### src/rtl/fb_write_sched.sv
// Framebuffer write scheduler: queues single-cell writes and runs full-screen clear sweeps.
// Optional macro FB_BLANK_GATE_EN: write slots only while blank=1; otherwise every cycle is a slot.
module fb_write_sched #(
  parameter int unsigned FIFO_DEPTH = 8
) (
  input  logic       clk,
  input  logic       reset,
  input  logic       cmd_we,
  input  logic [9:0] cmd_waddr,
  input  logic [2:0] cmd_wdata,
  input  logic       clr_req,
  input  logic [2:0] clr_color,
  input  logic       blank,
  output logic       fb_we,
  output logic [9:0] fb_waddr,
  output logic [2:0] fb_wdata,
  output logic       busy,
  output logic       fifo_full,
  output logic       overflow
);
  localparam int unsigned ADDR_W = 10;
  localparam int unsigned COL_W  = 3;
  localparam int unsigned AW     = $clog2(FIFO_DEPTH);
  localparam int unsigned CW     = AW + 1;
  localparam logic [ADDR_W-1:0] LAST_ADDR = '1;

  typedef enum logic [1:0] {IDLE, DRAIN, CLEAR} state_e;

  typedef struct packed {
    logic [ADDR_W-1:0] addr;
    logic [COL_W-1:0]  color;
  } entry_t;

  state_e              state_q, state_d;
  entry_t              mem_q [FIFO_DEPTH];
  logic [AW-1:0]       rptr_q, rptr_d, wptr_q, wptr_d;
  logic [CW-1:0]       count_q, count_d, count_base;
  logic [ADDR_W-1:0]   sweep_q, sweep_d;
  logic [COL_W-1:0]    color_q, color_d;
  logic                fb_we_q, fb_we_d;
  logic [ADDR_W-1:0]   fb_waddr_q, fb_waddr_d;
  logic [COL_W-1:0]    fb_wdata_q, fb_wdata_d;
  logic                busy_q, busy_d;
  logic                overflow_q, overflow_d;
  logic                slot, pop, push_ok, clear_last;
  entry_t              rd_entry;

`ifdef FB_BLANK_GATE_EN
  assign slot = blank;
`else
  logic unused_blank;
  assign unused_blank = blank;
  assign slot = 1'b1;
`endif

  assign rd_entry = mem_q[rptr_q];

  // Next-state, queue bookkeeping and write-port selection; a clr_req cycle issues no write.
  always_comb begin
    state_d    = state_q;
    rptr_d     = rptr_q;
    wptr_d     = wptr_q;
    sweep_d    = sweep_q;
    color_d    = color_q;
    fb_we_d    = 1'b0;
    fb_waddr_d = fb_waddr_q;
    fb_wdata_d = fb_wdata_q;
    busy_d     = busy_q;
    overflow_d = overflow_q;
    pop        = 1'b0;
    push_ok    = 1'b0;
    clear_last = 1'b0;

    case (state_q)
      DRAIN: begin
        if (!clr_req && slot && count_q != '0) begin
          pop        = 1'b1;
          fb_we_d    = 1'b1;
          fb_waddr_d = rd_entry.addr;
          fb_wdata_d = rd_entry.color;
          rptr_d     = rptr_q + AW'(1);
        end
      end
      CLEAR: begin
        if (!clr_req && slot) begin
          fb_we_d    = 1'b1;
          fb_waddr_d = sweep_q;
          fb_wdata_d = color_q;
          sweep_d    = sweep_q + ADDR_W'(1);
          if (sweep_q == LAST_ADDR) begin
            clear_last = 1'b1;
            busy_d     = 1'b0;
          end
        end
      end
      default: ;
    endcase

    // A clear flushes first, so a coincident push lands in the emptied queue.
    if (clr_req) begin
      rptr_d     = wptr_q;
      sweep_d    = '0;
      color_d    = clr_color;
      busy_d     = 1'b1;
      count_base = '0;
    end else begin
      count_base = count_q - CW'(pop);
    end

    if (cmd_we) begin
      if (count_base < CW'(FIFO_DEPTH)) push_ok = 1'b1;
      else                              overflow_d = 1'b1;
    end
    wptr_d  = wptr_q + AW'(push_ok);
    count_d = count_base + CW'(push_ok);

    if (clr_req)                              state_d = CLEAR;
    else if (state_q == CLEAR && !clear_last) state_d = CLEAR;
    else if (count_d != '0)                   state_d = DRAIN;
    else                                      state_d = IDLE;
  end

  always_ff @(posedge clk) begin
    if (!reset) begin
      state_q    <= IDLE;
      rptr_q     <= '0;
      wptr_q     <= '0;
      count_q    <= '0;
      sweep_q    <= '0;
      color_q    <= '0;
      fb_we_q    <= 1'b0;
      fb_waddr_q <= '0;
      fb_wdata_q <= '0;
      busy_q     <= 1'b0;
      overflow_q <= 1'b0;
    end else begin
      state_q    <= state_d;
      rptr_q     <= rptr_d;
      wptr_q     <= wptr_d;
      count_q    <= count_d;
      sweep_q    <= sweep_d;
      color_q    <= color_d;
      fb_we_q    <= fb_we_d;
      fb_waddr_q <= fb_waddr_d;
      fb_wdata_q <= fb_wdata_d;
      busy_q     <= busy_d;
      overflow_q <= overflow_d;
    end
  end

  // Queue storage carries no reset; occupancy alone defines validity.
  always_ff @(posedge clk) begin
    if (reset && push_ok) mem_q[wptr_q] <= '{addr: cmd_waddr, color: cmd_wdata};
  end

  assign fb_we     = fb_we_q;
  assign fb_waddr  = fb_waddr_q;
  assign fb_wdata  = fb_wdata_q;
  assign busy      = busy_q;
  assign overflow  = overflow_q;
  assign fifo_full = (count_q == CW'(FIFO_DEPTH));

endmodule

### config.mk
export PLATFORM = sky130hd
export DESIGN_NAME = fb_write_sched
export DESIGN_NICKNAME = d
export VERILOG_FILES = /design/src/rtl/fb_write_sched.sv
export SDC_FILE = /design/constraint.sdc
export NUM_CORES = 1
export LEC_CHECK = 0
export ABC_AREA = 1
export CAP_MARGIN = 0
export CORE_ASPECT_RATIO = 0.6
export CORE_MARGIN = 2
export CORE_UTILIZATION = 45
export CTS_BUF_LIST = sky130_fd_sc_hd__clkbuf_16
export CTS_CLUSTER_SIZE = 10
export DETAILED_ROUTE_END_ITERATION = 12
export MAX_ROUTING_LAYER = met4
export PLACE_DENSITY = 0.63
export SETUP_SLACK_MARGIN = 0.3
export SYNTH_ARGS = -nofsm -noshare
export SYNTH_HDL_FRONTEND = slang
export SYNTH_SLANG_ARGS = --single-unit
export TNS_END_PERCENT = 1
### constraint.sdc
create_clock -name clk -period 5.03 [get_ports clk]
set_input_delay 0.503 -clock clk [delete_from_list [all_inputs] [get_ports clk]]
set_output_delay 0.503 -clock clk [all_outputs]
set_load 0.1 [all_outputs]
* Word level (Yosys, flattened, before mapping)
Memory sizes are Yosys's and may differ from the RTL's. A register that Yosys moved wholly into a read port is not among the register bits.
Cells that the tools add are included.
** Word-level totals
- Bits in registers :: 41
- Memory bits (writable) :: 104
- Bits of input ports :: 21
- Output and inout bits :: 17
- Logic and storage cells :: 74
- Memories kept :: 1
** Memory list
- mem_q :: depth 8, bits a word 13, rd ports 1, clocked after memory_dff 1, write ports 1, line 35 : entry_t mem_q [FIFO_DEPTH];
** Cells by class
- $add $sub $neg :: 5
- Magnitude comparators :: 1
- Equal/unequal tests :: 6
- Mux-type cells :: 29
- Bitwise gates (word level) :: 2
- Reduce and logical (&&, ||, !) cells :: 18
** Operators by type and width (count)
- $mux 3 :: 7
- $mux 10 :: 2
- $pmux 10 s2 :: 1
- $mux 1 :: 14
- $add 10x1->10 const B :: 1
- $eq 10x10->1 const B :: 1
- $reduce_bool 2->1 :: 5
- $reduce_bool 4->1 :: 2
- $pmux 3 s2 :: 1
- $reduce_and 2->1 :: 3
- $add 4x1->4 :: 1
- $eq 4x4->1 const B :: 1
- $lt 4x4->1 const B :: 1
- $mux 2 :: 2
- $mux 4 :: 1
- $ne 2x2->1 const B :: 2
- $sub 4x1->4 :: 1
- $add 3x1->3 :: 1
- $add 3x1->3 const B :: 1
- $logic_and 1x1->1 :: 3
- $reduce_and 3->1 :: 1
- $reduce_or 3->1 :: 1
- $eq 2x1->1 const B :: 1
- $eq 2x2->1 const B :: 1
- other kinds (4) :: 6

* Longest topological paths before layout
- Depth after elaboration :: 14
- Depth in mapped cells :: 17
- Gate-level depth less buffers :: 16

* Least setup slack after synthesis
Ideal clock, no wire load.
- Kind :: register to output
- From :: reg count_q[1]
- To :: out fifo_full
- Arrival time :: 3.271 ns
- Data required time :: 4.527 ns
- Setup slack :: 1.256 ns
- Cell stages (with the launch flop) :: 2
- Buffers on the path :: 0
- Cells stage by stage :: dfxtp_1 -> nor4_1
** On the way
- Cells in the longest elaborated chain, start to end :: 1
** Ends and longest elaborated chain
- start: declaration :: line 37 : logic [CW-1:0] count_q, count_d, count_base;
- start signal: assignment :: line 140 : count_q <= count_d;
- $eq 4x4->1 :: line 161 : assign fifo_full = (count_q == CW'(FIFO_DEPTH));
- end: declaration :: line 18 : output logic fifo_full,
No other way between the ends.

* Worst setup path after layout
- From :: in clr_req
- To :: mem mem_q[7][5] in the netlist's numbering, enable pin
** On the way
- Cells in the longest elaborated chain, start to end :: 12
** Ends and longest elaborated chain
- start: declaration :: line 11 : input logic clr_req,
- $logic_not 1->1
- $logic_and 1x1->1 :: line 76 : if (!clr_req && slot && count_q != '0) begin
- $mux 1 :: line 76
- $mux 1 :: line 74 : case (state_q)
- $sub 4x1->4 :: line 107 : count_base = count_q - CW'(pop);
- $mux 4 (*) :: line 100 : if (clr_req) begin
- $lt 4x4->1 (*) :: line 111 : if (count_base < CW'(FIFO_DEPTH)) push_ok = 1'b1;
- $mux 1 (*) :: line 111
- $mux 1 (*) :: line 110 : if (cmd_we) begin
- $logic_and 1x1->1 (*) :: line 153 : if (reset && push_ok) mem_q[wptr_q] <= '{addr: cmd_waddr, color: cmd_wdata};
- $mux 1 (*) :: line 153
- $mux 1 (implied by the code) (*) :: line 153
- end: declaration :: line 35
Mark *: on every way between the ends. The rest lies on a longest branch, timed or not.

==> results by stage <==
Status:
- The run finished with clean final reports.

Critical path:
- The arrival time at the worst endpoint is 3.76 ns.
- The worst setup path is of the in -> reg kind.
- The critical path capture point type is a flip-flop.
- The worst setup slack for register-to-register paths is 1.78 ns.
- The critical path startpoint category is an input port.
- Along the worst path, the maximum fanout reaches 16.
- The data required time of the critical path is 5.14 ns.

Floorplanning:
- The floorplan core area is 13,100 µm².
- For this design the top-level I/O count stands at 38.
- The die boundary height is 94.3 µm.
- After floorplanning, the core was divided into 32 placement rows.
- The die is 155 µm wide.
- The area of the die is 14,600 µm².
- The initial utilization of the core area, before any placement, comes to 46.9%.

Global route:
- The wire length of the first global-routing pass is 22,200 µm.
- The residual overflow from global routing is 0.
- The initial antenna violation count was 0.
- The combined global-route utilization of all metal layers is 21.0%.
- The maximum number of pins on one net before global-route repair is 54.
- The via count of the first global-routing pass came to 4,221.

STA:
- The share of the cycle needed by the critical path after routing is 72.7%.
- At the pin with the least slew margin, the transition time is 0.989 ns.
- The number of pins with negative max-slew slack in the final report is 0.
- The total setup violations reported at the end of the flow is 0.
- Setup repair after global routing left no endpoint under its margin.
- In this run the tightest slew margin relative to its limit is 33.9%.
- The hold violation total from the final report is 0.
- After routing, the total negative slack on setup checks comes to 0 ns.
- On the final layout, the worst clock skew is 0.0146 ns.
- The worst path needs 3.66 ns of the cycle, external delays included.
- The maximum achievable frequency is 274 MHz.

Synthesis:
- Of all flip-flops after synthesis, the portion carrying an async set or reset was 0%.
- Yosys attributes the largest share of cell area to sky130_fd_sc_hd__edfxtp_1 (51%), sky130_fd_sc_hd__dfxtp_1 (14%), sky130_fd_sc_hd__nand2_1 (9.4%).
- Synthesis handed over a netlist of 602 instances.
- The commonest cells after synthesis are sky130_fd_sc_hd__nand2_1 (153), sky130_fd_sc_hd__edfxtp_1 (104), sky130_fd_sc_hd__nand3_1 (94), sky130_fd_sc_hd__nor2_1 (61), sky130_fd_sc_hd__dfxtp_1 (44).
- The sequential share of the synthesized area is 65.4%.
- The leading area contributor after synthesis is sky130_fd_sc_hd__edfxtp_1.
- The number of synthesis warnings is 0.
- The number of nets handed over by synthesis was 633.
- In this run the cell area of the synthesized design comes to 6120 µm².
- The count of state elements after synthesis is 148.
- After synthesis, the largest area contributor takes up 51.0% of total cell area.
- Yosys instantiated no cell more often than sky130_fd_sc_hd__nand2_1.
- The count of flip-flops with a built-in enable after synthesis is 104.
- The synthesized area per cell is 10.2 µm².
- Synthesis instantiated 33 different standard cells from the library.
- Among all flip-flop cells after synthesis, the most frequent one is sky130_fd_sc_hd__edfxtp_1.

Worst hold path:
- The min-delay analysis places its worst path in the category reg -> reg.

Layout:
- The antenna diode count is 0.
- The finished layout cell area is 7220 µm².
- The multi-input gate area in the final layout is 1830 µm².
- The layout overhead on the synthesized area is 18.0%.
- The final-layout fill cell count is 1,140.
- In the final design database the tool counted 670 nets.
- The fraction of layout cells with a size suffix above 1 is 7.67%.
- The sequential cell area is 4000 µm².

Detailed routing:
- The detailed-route wire length is 13,900 µm.
- After detailed routing, the average wire length per cell comes to 17.0 µm.
- The final routed DRC violation total is 0.
- Summing over every cut layer, the via total after detailed routing is 4,401.
- The remaining antenna violation count is 0.
- In this run, the number of DRC markers left after iteration 0 of detailed routing was 371.
- After detailed routing, the number of vias per cell comes to 5.35.
- For this run, the detailed router's first-pass iteration total came to 5.

CTS:
- The clock transition at the registers of the reported paths is 0.06 ns.
- The count of instances resized after the clock tree is built is 0.
- The root buffer cell chosen for the clock tree is sky130_fd_sc_hd__clkbuf_16.
- In this run, CTS created clock tree buffers numbering 17.
- No sink is reached through more buffers than the 2 on the longest clock path.
- The clock sink count is 148.
- The clock latency on the worst-skew pair is 0.42 ns.
- The post-CTS setup buffer count is 0.
- The H-tree generated during clock tree synthesis spans 4 levels.
- The count of hold-fix buffers inserted at cts is 0.
- The clock tree from TritonCTS is built.

Placement:
- Summing all placed instances gives a cell area of 6620 µm².
- The estimated wirelength of the detail-placed design is 8750 µm.
- The count of buffers from port buffering is 36.
- The congestion estimate from routability-driven global placement came to 0.840.

Power and ir drop:
- The power density over the cells is 394 nW/µm².
- The reported leakage power is 2.71 nW.
- VDD sags by at most 0.241 mV.

Job:
- The total of max-cap violations is 0.
final timing paths:
| check | start | end | cells past startpoint |
|---|---|---|---|
| worst min register to register | overflow | overflow | 1 |
| worst max-delay path | clr_req | mem_q[7][5] | 12 |
| worst min-delay path | overflow | overflow | 1 |
| worst max register to register | state_q[0] | mem_q[7][5] | 11 |
state kept, by name (all words and copies together), names as in the netlist, named ones only:
register,count
fb_waddr,10
sweep_q,10
mem_q,104
color_q,3
state_q,2
fb_we,1
busy,1
rptr_q,3
wptr_q,3
count_q,4
overflow,1
fb_wdata,3
report_power, final:
part / switching, mW / internal [mW]
combinational: 0.172 / 0.0694
clock: 0.470 / 0.787
sequential: 0.0159 / 1.33
logic make-up (layout without fill, tap and decap cells):
| family | Yosys count | after routing | share of synthesized area (%) |
|---|---|---|---|
| fa+ha+maj | 10 | 10 | 2.04 |
| buf+inv | 62 | 112 | 4.62 |
| flops | 148 | 148 | 65.4 |
| xor+xnor | 3 | 3 | 0.430 |
| simple gates | 319 | 319 | 22.2 |
| compound gates | 60 | 60 | 5.24 |
metal layers:
layer	share of wire [%]	global-route usage, %	routed length [µm]	up-vias
met3	6.7	4.57	934	19
met4	1.3	6.40	180	0
met5	0	-	0	-
met2	44	30.8	6180	132
li1	-	-	-	2124
met1	48	29.6	6640	2126
final cells by class:
cell class / count / area share [%]
repair buffers: 47 / 6.14
clock inverters: 11 / 1.06
clock buffers: 21 / 7.28
flip-flops and latches: 148 / 55.5
well taps: 170 / 2.95
multi-input cells: 392 / 25.4
inverters: 33 / 1.72
per-stage QoR:
step	hold slack, ns	setup slack [ns]	total power [mW]	std cells	utilization, %
2_1_floorplan	0.462	1.26	1.54	602	-
3_3_place_gp	0.453	1.13	1.61	790	50.7
3_5_place_dp	0.456	1.04	1.61	790	50.7
4_1_cts	0.467	1.43	2.86	822	55.3
5_1_grt	0.481	1.08	2.94	822	55.3
6_report	0.469	1.37	2.85	822	55.3
critical path, cell delays in order:
cell and delay, ns:
sky130_fd_sc_hd__clkdlybuf4s50_1 0.62, sky130_fd_sc_hd__inv_2 0.31, sky130_fd_sc_hd__nand3_2 0.39, sky130_fd_sc_hd__inv_1 0.20, sky130_fd_sc_hd__ha_1 0.21, sky130_fd_sc_hd__nand3_1 0.08
sky130_fd_sc_hd__nand3_1 0.15, sky130_fd_sc_hd__inv_1 0.09, sky130_fd_sc_hd__nor3_1 0.35, sky130_fd_sc_hd__nand2_1 0.20, sky130_fd_sc_hd__nor2_1 0.33, sky130_fd_sc_hd__buf_4 0.31
cells in the final DEF (no fill, tap or decap), types with 2 or more instances in the layout:
cell type / instances
sky130_fd_sc_hd__o21ai_0: 18
sky130_fd_sc_hd__a31oi_1: 2
sky130_fd_sc_hd__dfxtp_1: 44
sky130_fd_sc_hd__inv_2: 6
sky130_fd_sc_hd__clkdlybuf4s50_1: 36
sky130_fd_sc_hd__clkinv_2: 3
sky130_fd_sc_hd__clkbuf_16: 21
sky130_fd_sc_hd__a21oi_1: 34
sky130_fd_sc_hd__ha_1: 10
sky130_fd_sc_hd__clkinv_1: 2
sky130_fd_sc_hd__nand2_1: 153
sky130_fd_sc_hd__buf_4: 11
sky130_fd_sc_hd__edfxtp_1: 104
sky130_fd_sc_hd__nand3_1: 94
sky130_fd_sc_hd__nor2_1: 61
sky130_fd_sc_hd__nor3_1: 3
sky130_fd_sc_hd__o21a_1: 2
sky130_fd_sc_hd__inv_1: 31
sky130_fd_sc_hd__xnor2_1: 2
Power figures use the tool's default switching activity.
==> RTL change 1 (same flow settings) <==
Add a define of `FB_BLANK_GATE_EN`.
--- a/src/rtl/fb_write_sched.sv
+++ b/src/rtl/fb_write_sched.sv
@@ -1,5 +1,7 @@
 // Framebuffer write scheduler: queues single-cell writes and runs full-screen clear sweeps.
 // Optional macro FB_BLANK_GATE_EN: write slots only while blank=1; otherwise every cycle is a slot.
+`define FB_BLANK_GATE_EN
+
 module fb_write_sched #(
   parameter int unsigned FIFO_DEPTH = 8
 ) (
Formal check against the unedited RTL: not equivalent (a bounded check fails within 4 cycles, from zero or initial values and one cycle with reset low).
==> RTL change 1 against the unedited design <==
  * Worst setup slack better by 0.048 ns
  * Area after synthesis up 1.7%
  * Final area rose by 1.1%
  * Routed wire length increased by 12%
  * Sequential cell count stayed put
  * Total power decreased by 0.58%
  * Critical path type unchanged
  * Critical endpoint is now mem_q[7][7]$_DFFE_PP_
==> RTL change 1: results (changes against the unedited design) <==
stage	metric	value	unit	change
run_status	status	finished clean		
grt	vias in the first global route	4201		-0.47%
route	Routed met2 length	6120	µm	-0.96%
placement	number of placed instances, taps included	803		+1.6%
final_layout	post-layout net count	678		+1.2%
final_layout	fraction of final layout cells sized beyond drive strength 1	9.70	%	+2.0 points
placement	quantity of I/O buffers inserted on ports	37		+2.8%
critical_path	slowest cell on the critical path	nor3_2		
final_layout	non-filler instance count after layout	835		+1.6%
grt	met3 global-route usage	7.77	%	+3.2 points
grt	Global Route Usage Sum	23.1	%	+2.1 points
synth	commonest cells in the synthesized netlist	nand2_1 (166), edfxtp_1 (104), nand3_1 (98)		
synth	synthesized net count	648		+2.4%
grt	met1 track demand over resource	33.7	%	+4.1 points
synth	sequential element share of the synthesized area	64.3	%	-1.1 points
critical_path	Worst path max stage delay	0.87	ns	+0.25 ns
grt	global-route wire length before repair	23900	µm	+7.5%
grt	grt met2 use	29.9	%	-0.94 points
critical_path	depth of the most critical reg-to-reg path	13		+2
sta	headroom to the max-slew limit	27.8	%	-6.1 points
route	final WL	15600	µm	+12%
power_and_ir_drop	Leak	2.70	nW	-0.44%
critical_path	Largest delay share family, worst path	simple AND/OR/NAND/NOR gates		
synth	average size of a mapped cell	10.1	µm²	-0.76%
power_and_ir_drop	Max IR drop VDD	0.000186	V	-23%
sta	Fin Clk Skew	0.0102	ns	-0.00435 ns
route	first-pass iteration count of the detailed router	4		-1
route	detailed-route via count	4517		+2.6%
critical_path	end of the worst register-to-register path	mem_q[7][7]$_DFFE_PP_		
power_and_ir_drop	Clock Power Share	43.8	%	-0.4 points
placement	final HPWL from detailed placement	10500	µm	+20%
route	met3 wire len	1530	µm	+63%
critical_path	data arrival time of the critical path	3.65	ns	-0.11 ns
clock_tree	Clock Path Buffers	2		unchanged
route	number of DRC markers after the initial detailed-route iteration	565		+52%
placement	final RePlAce weighted congestion	0.848		+0.87%
synth	most area-consuming cells after synthesis	edfxtp_1 (50%), dfxtp_1 (14%), nand2_1 (10%)		
route	wire length on met1	7630	µm	+15%
-- RTL change 1: cells by family (layout without fill, tap and decap cells) --
group	Yosys count	in the layout	synth area share, %
AOI/OAI and AO/OA	56	56	5.11
xor gates and xnor gates	3	3	0.422
adders and majority gates	10	10	2.01
buffers and inverters	72	115	5.05
DFF	148	148	64.3
and+or+nand+nor	328	328	23.1
-- RTL change 1: through the flow --
stage | setup slack [ns] | hold slack [ns] | instance area, µm²
2_1_floorplan | 1.25 | 0.461 | 6220
3_5_place_dp | 0.965 | 0.465 | 6720
3_3_place_gp | 1.07 | 0.458 | 6720
6_report | 1.42 | 0.472 | 7300
4_1_cts | 1.38 | 0.480 | 7300
5_1_grt | 1.05 | 0.490 | 7300
-- RTL change 1: area by class of cell --
type,instances,area (µm²)
Fill cell,1159,6290
Tap cell,175,219
Clock inverter,13,101
Inverter,44,166
Timing Repair Buffer,39,385
Clock buffer,19,475
Sequential cell,148,4000
Multi-Input combinational cell,397,1950
==> RTL change 2 (same settings) <==
Made on the original files. `fb_waddr_q` no longer has a reset.
--- a/src/rtl/fb_write_sched.sv
+++ b/src/rtl/fb_write_sched.sv
@@ -129,7 +129,6 @@
       sweep_q    <= '0;
       color_q    <= '0;
       fb_we_q    <= 1'b0;
-      fb_waddr_q <= '0;
       fb_wdata_q <= '0;
       busy_q     <= 1'b0;
       overflow_q <= 1'b0;
@@ -141,11 +140,14 @@
       sweep_q    <= sweep_d;
       color_q    <= color_d;
       fb_we_q    <= fb_we_d;
-      fb_waddr_q <= fb_waddr_d;
       fb_wdata_q <= fb_wdata_d;
       busy_q     <= busy_d;
       overflow_q <= overflow_d;
     end
+  end
+
+  always_ff @(posedge clk) begin
+    fb_waddr_q <= fb_waddr_d;
   end
 
   // Queue storage carries no reset; occupancy alone defines validity.
Formal check against the unedited RTL: differs if reset is asserted again (counterexample within 4 cycles, from zero or initial values and one cycle with reset low); with reset held inactive, the same outputs for 10 cycles.
==> RTL change 2 against the unedited design <==
  * Sequential share of layout area grew 2.0 points
  * Die area fell by 1.6%
  * Via count decreased by 6.6%
  * Sequential cell count stayed put
  * Fmax up 13%
  * Final area shrank 1.1%
  * Total power up 0.74%
  * Combinational power fell by 5%
  * Core utilization fell by 0.077 points
  * Routed wire length is 3.6% lower
  * Worst setup slack improved by 0.41 ns
  * Area after synthesis shrank 1.7%
  * Worst hold slack lost 0.0050 ns
==> RTL change 2: results (changes against the unedited design) <==
stage	metric	value	unit	change
route	final WL	13400	µm	-3.6%
hold_path	worst hold stages	2		+1
critical_path	crit-path max FO	11		-5
final_layout	fill cell instance count of the final layout	1070		-6.1%
sta	peak clock frequency supported by timing	308	MHz	+13%
grt	vias in the first global route	4042		-4.2%
sta	worst hold slack across all endpoints	0.464	ns	-0.00499 ns
placement	Placement Setup Slack	1.40	ns	+0.363 ns
run_status	status	finished clean		
final_layout	fraction of final layout cells sized beyond drive strength 1	7.30	%	-0.37 points
placement	number of placed instances, taps included	742		-6.1%
sta	Fin Clk Skew	0.00977	ns	-0.00483 ns
placement	placement-stage cell area	6550	µm²	-1.0%
clock_tree	number of buffers added to fix hold violations after cts	0		unchanged
route	number of DRC markers after the initial detailed-route iteration	395		+6.5%
synth	most area-consuming cells after synthesis	edfxtp_1 (57%), dfxtp_1 (11%), nor2_1 (6.2%)		
power_and_ir_drop	Leak	2.56	nW	-5.7%
sta	headroom to the max-slew limit	33.8	%	-0.11 points
final_layout	post-layout net count	622		-7.2%
power_and_ir_drop	total combinational power	0.000228	W	-5%
power_and_ir_drop	switching part of the total power	22.4	%	-0.74 points
synth	share of the synthesized area in compound gates (AO/OA/AOI/OAI)	8.98	%	+3.7 points
power_and_ir_drop	Max IR drop VDD	0.000213	V	-11%
synth	commonest cells in the synthesized netlist	edfxtp_1 (114), nor2_1 (100), nand2_1 (87)		
power_and_ir_drop	total power divided by cell area	401	nW/µm²	+1.8%
synth	synthesized net count	582		-8.1%
final_layout	non-filler instance count after layout	773		-6.0%
clock_tree	clk_lat worst skew	0.42	ns	about the same
synth	sequential element share of the synthesized area	68.2	%	+2.8 points
placement	final HPWL from detailed placement	8070	µm	-7.8%
hold_path	Hold Startpoint	fb_wdata[1]$_SDFFE_PN0P_		
synth	distinct cell type count after synthesis	32		-3.0%
grt	global-route wire length before repair	21500	µm	-3.5%
synth	fraction of synthesized cell area in xor and xnor cells	0.437	%	+0.0072 points
hold_path	destination of the worst hold path	fb_wdata[1]$_SDFFE_PN0P_		
synth	number of synthesized flops with an enable pin	114		+9.6%
grt	Global Route Usage Sum	20.6	%	-0.42 points
critical_path	worst setup path endpoint	state_q[0]$_SDFF_PP0_		
synth	adder-cell share of the synthesized area	2.08	%	+0.034 points
==> RTL change 2: cell count changes after synthesis, moves of 10 or more <==
cell / change
nand3_1: -57
nor2_1: +39
o211ai_1: +20
a21oi_1: -17
o21ai_0: +30
nand2_1: -66
dfxtp_1: -10
edfxtp_1: +10
==> RTL change 2: layer usage <==
layer,GRT usage [%],part of all wire (%),up-vias,routed length (µm)
met5,-,0,-,0
met4,7.41,1.2,0,159
met3,4.68,4.4,14,593
met2,32.0,46,94,6210
met1,27.0,48,2015,6480
li1,-,-,1987,-
==> RTL change 2: layout make-up <==
type	count	area, µm²	share of cell area, %
sequential	148	4100	57.5
clock inverter	14	169	2.37
tap	170	213	2.98
timing repair buffer	46	435	6.10
multi-input combinational	343	1660	23.3
clock buffer	17	425	5.96
inverter	35	131	1.84
==> RTL change 2: logic make-up after synthesis <==
family          after synthesis
compound gates               95
xor+xnor                      3
fa+ha+maj                    10
buf+inv                      60
flops                       148
simple gates                235
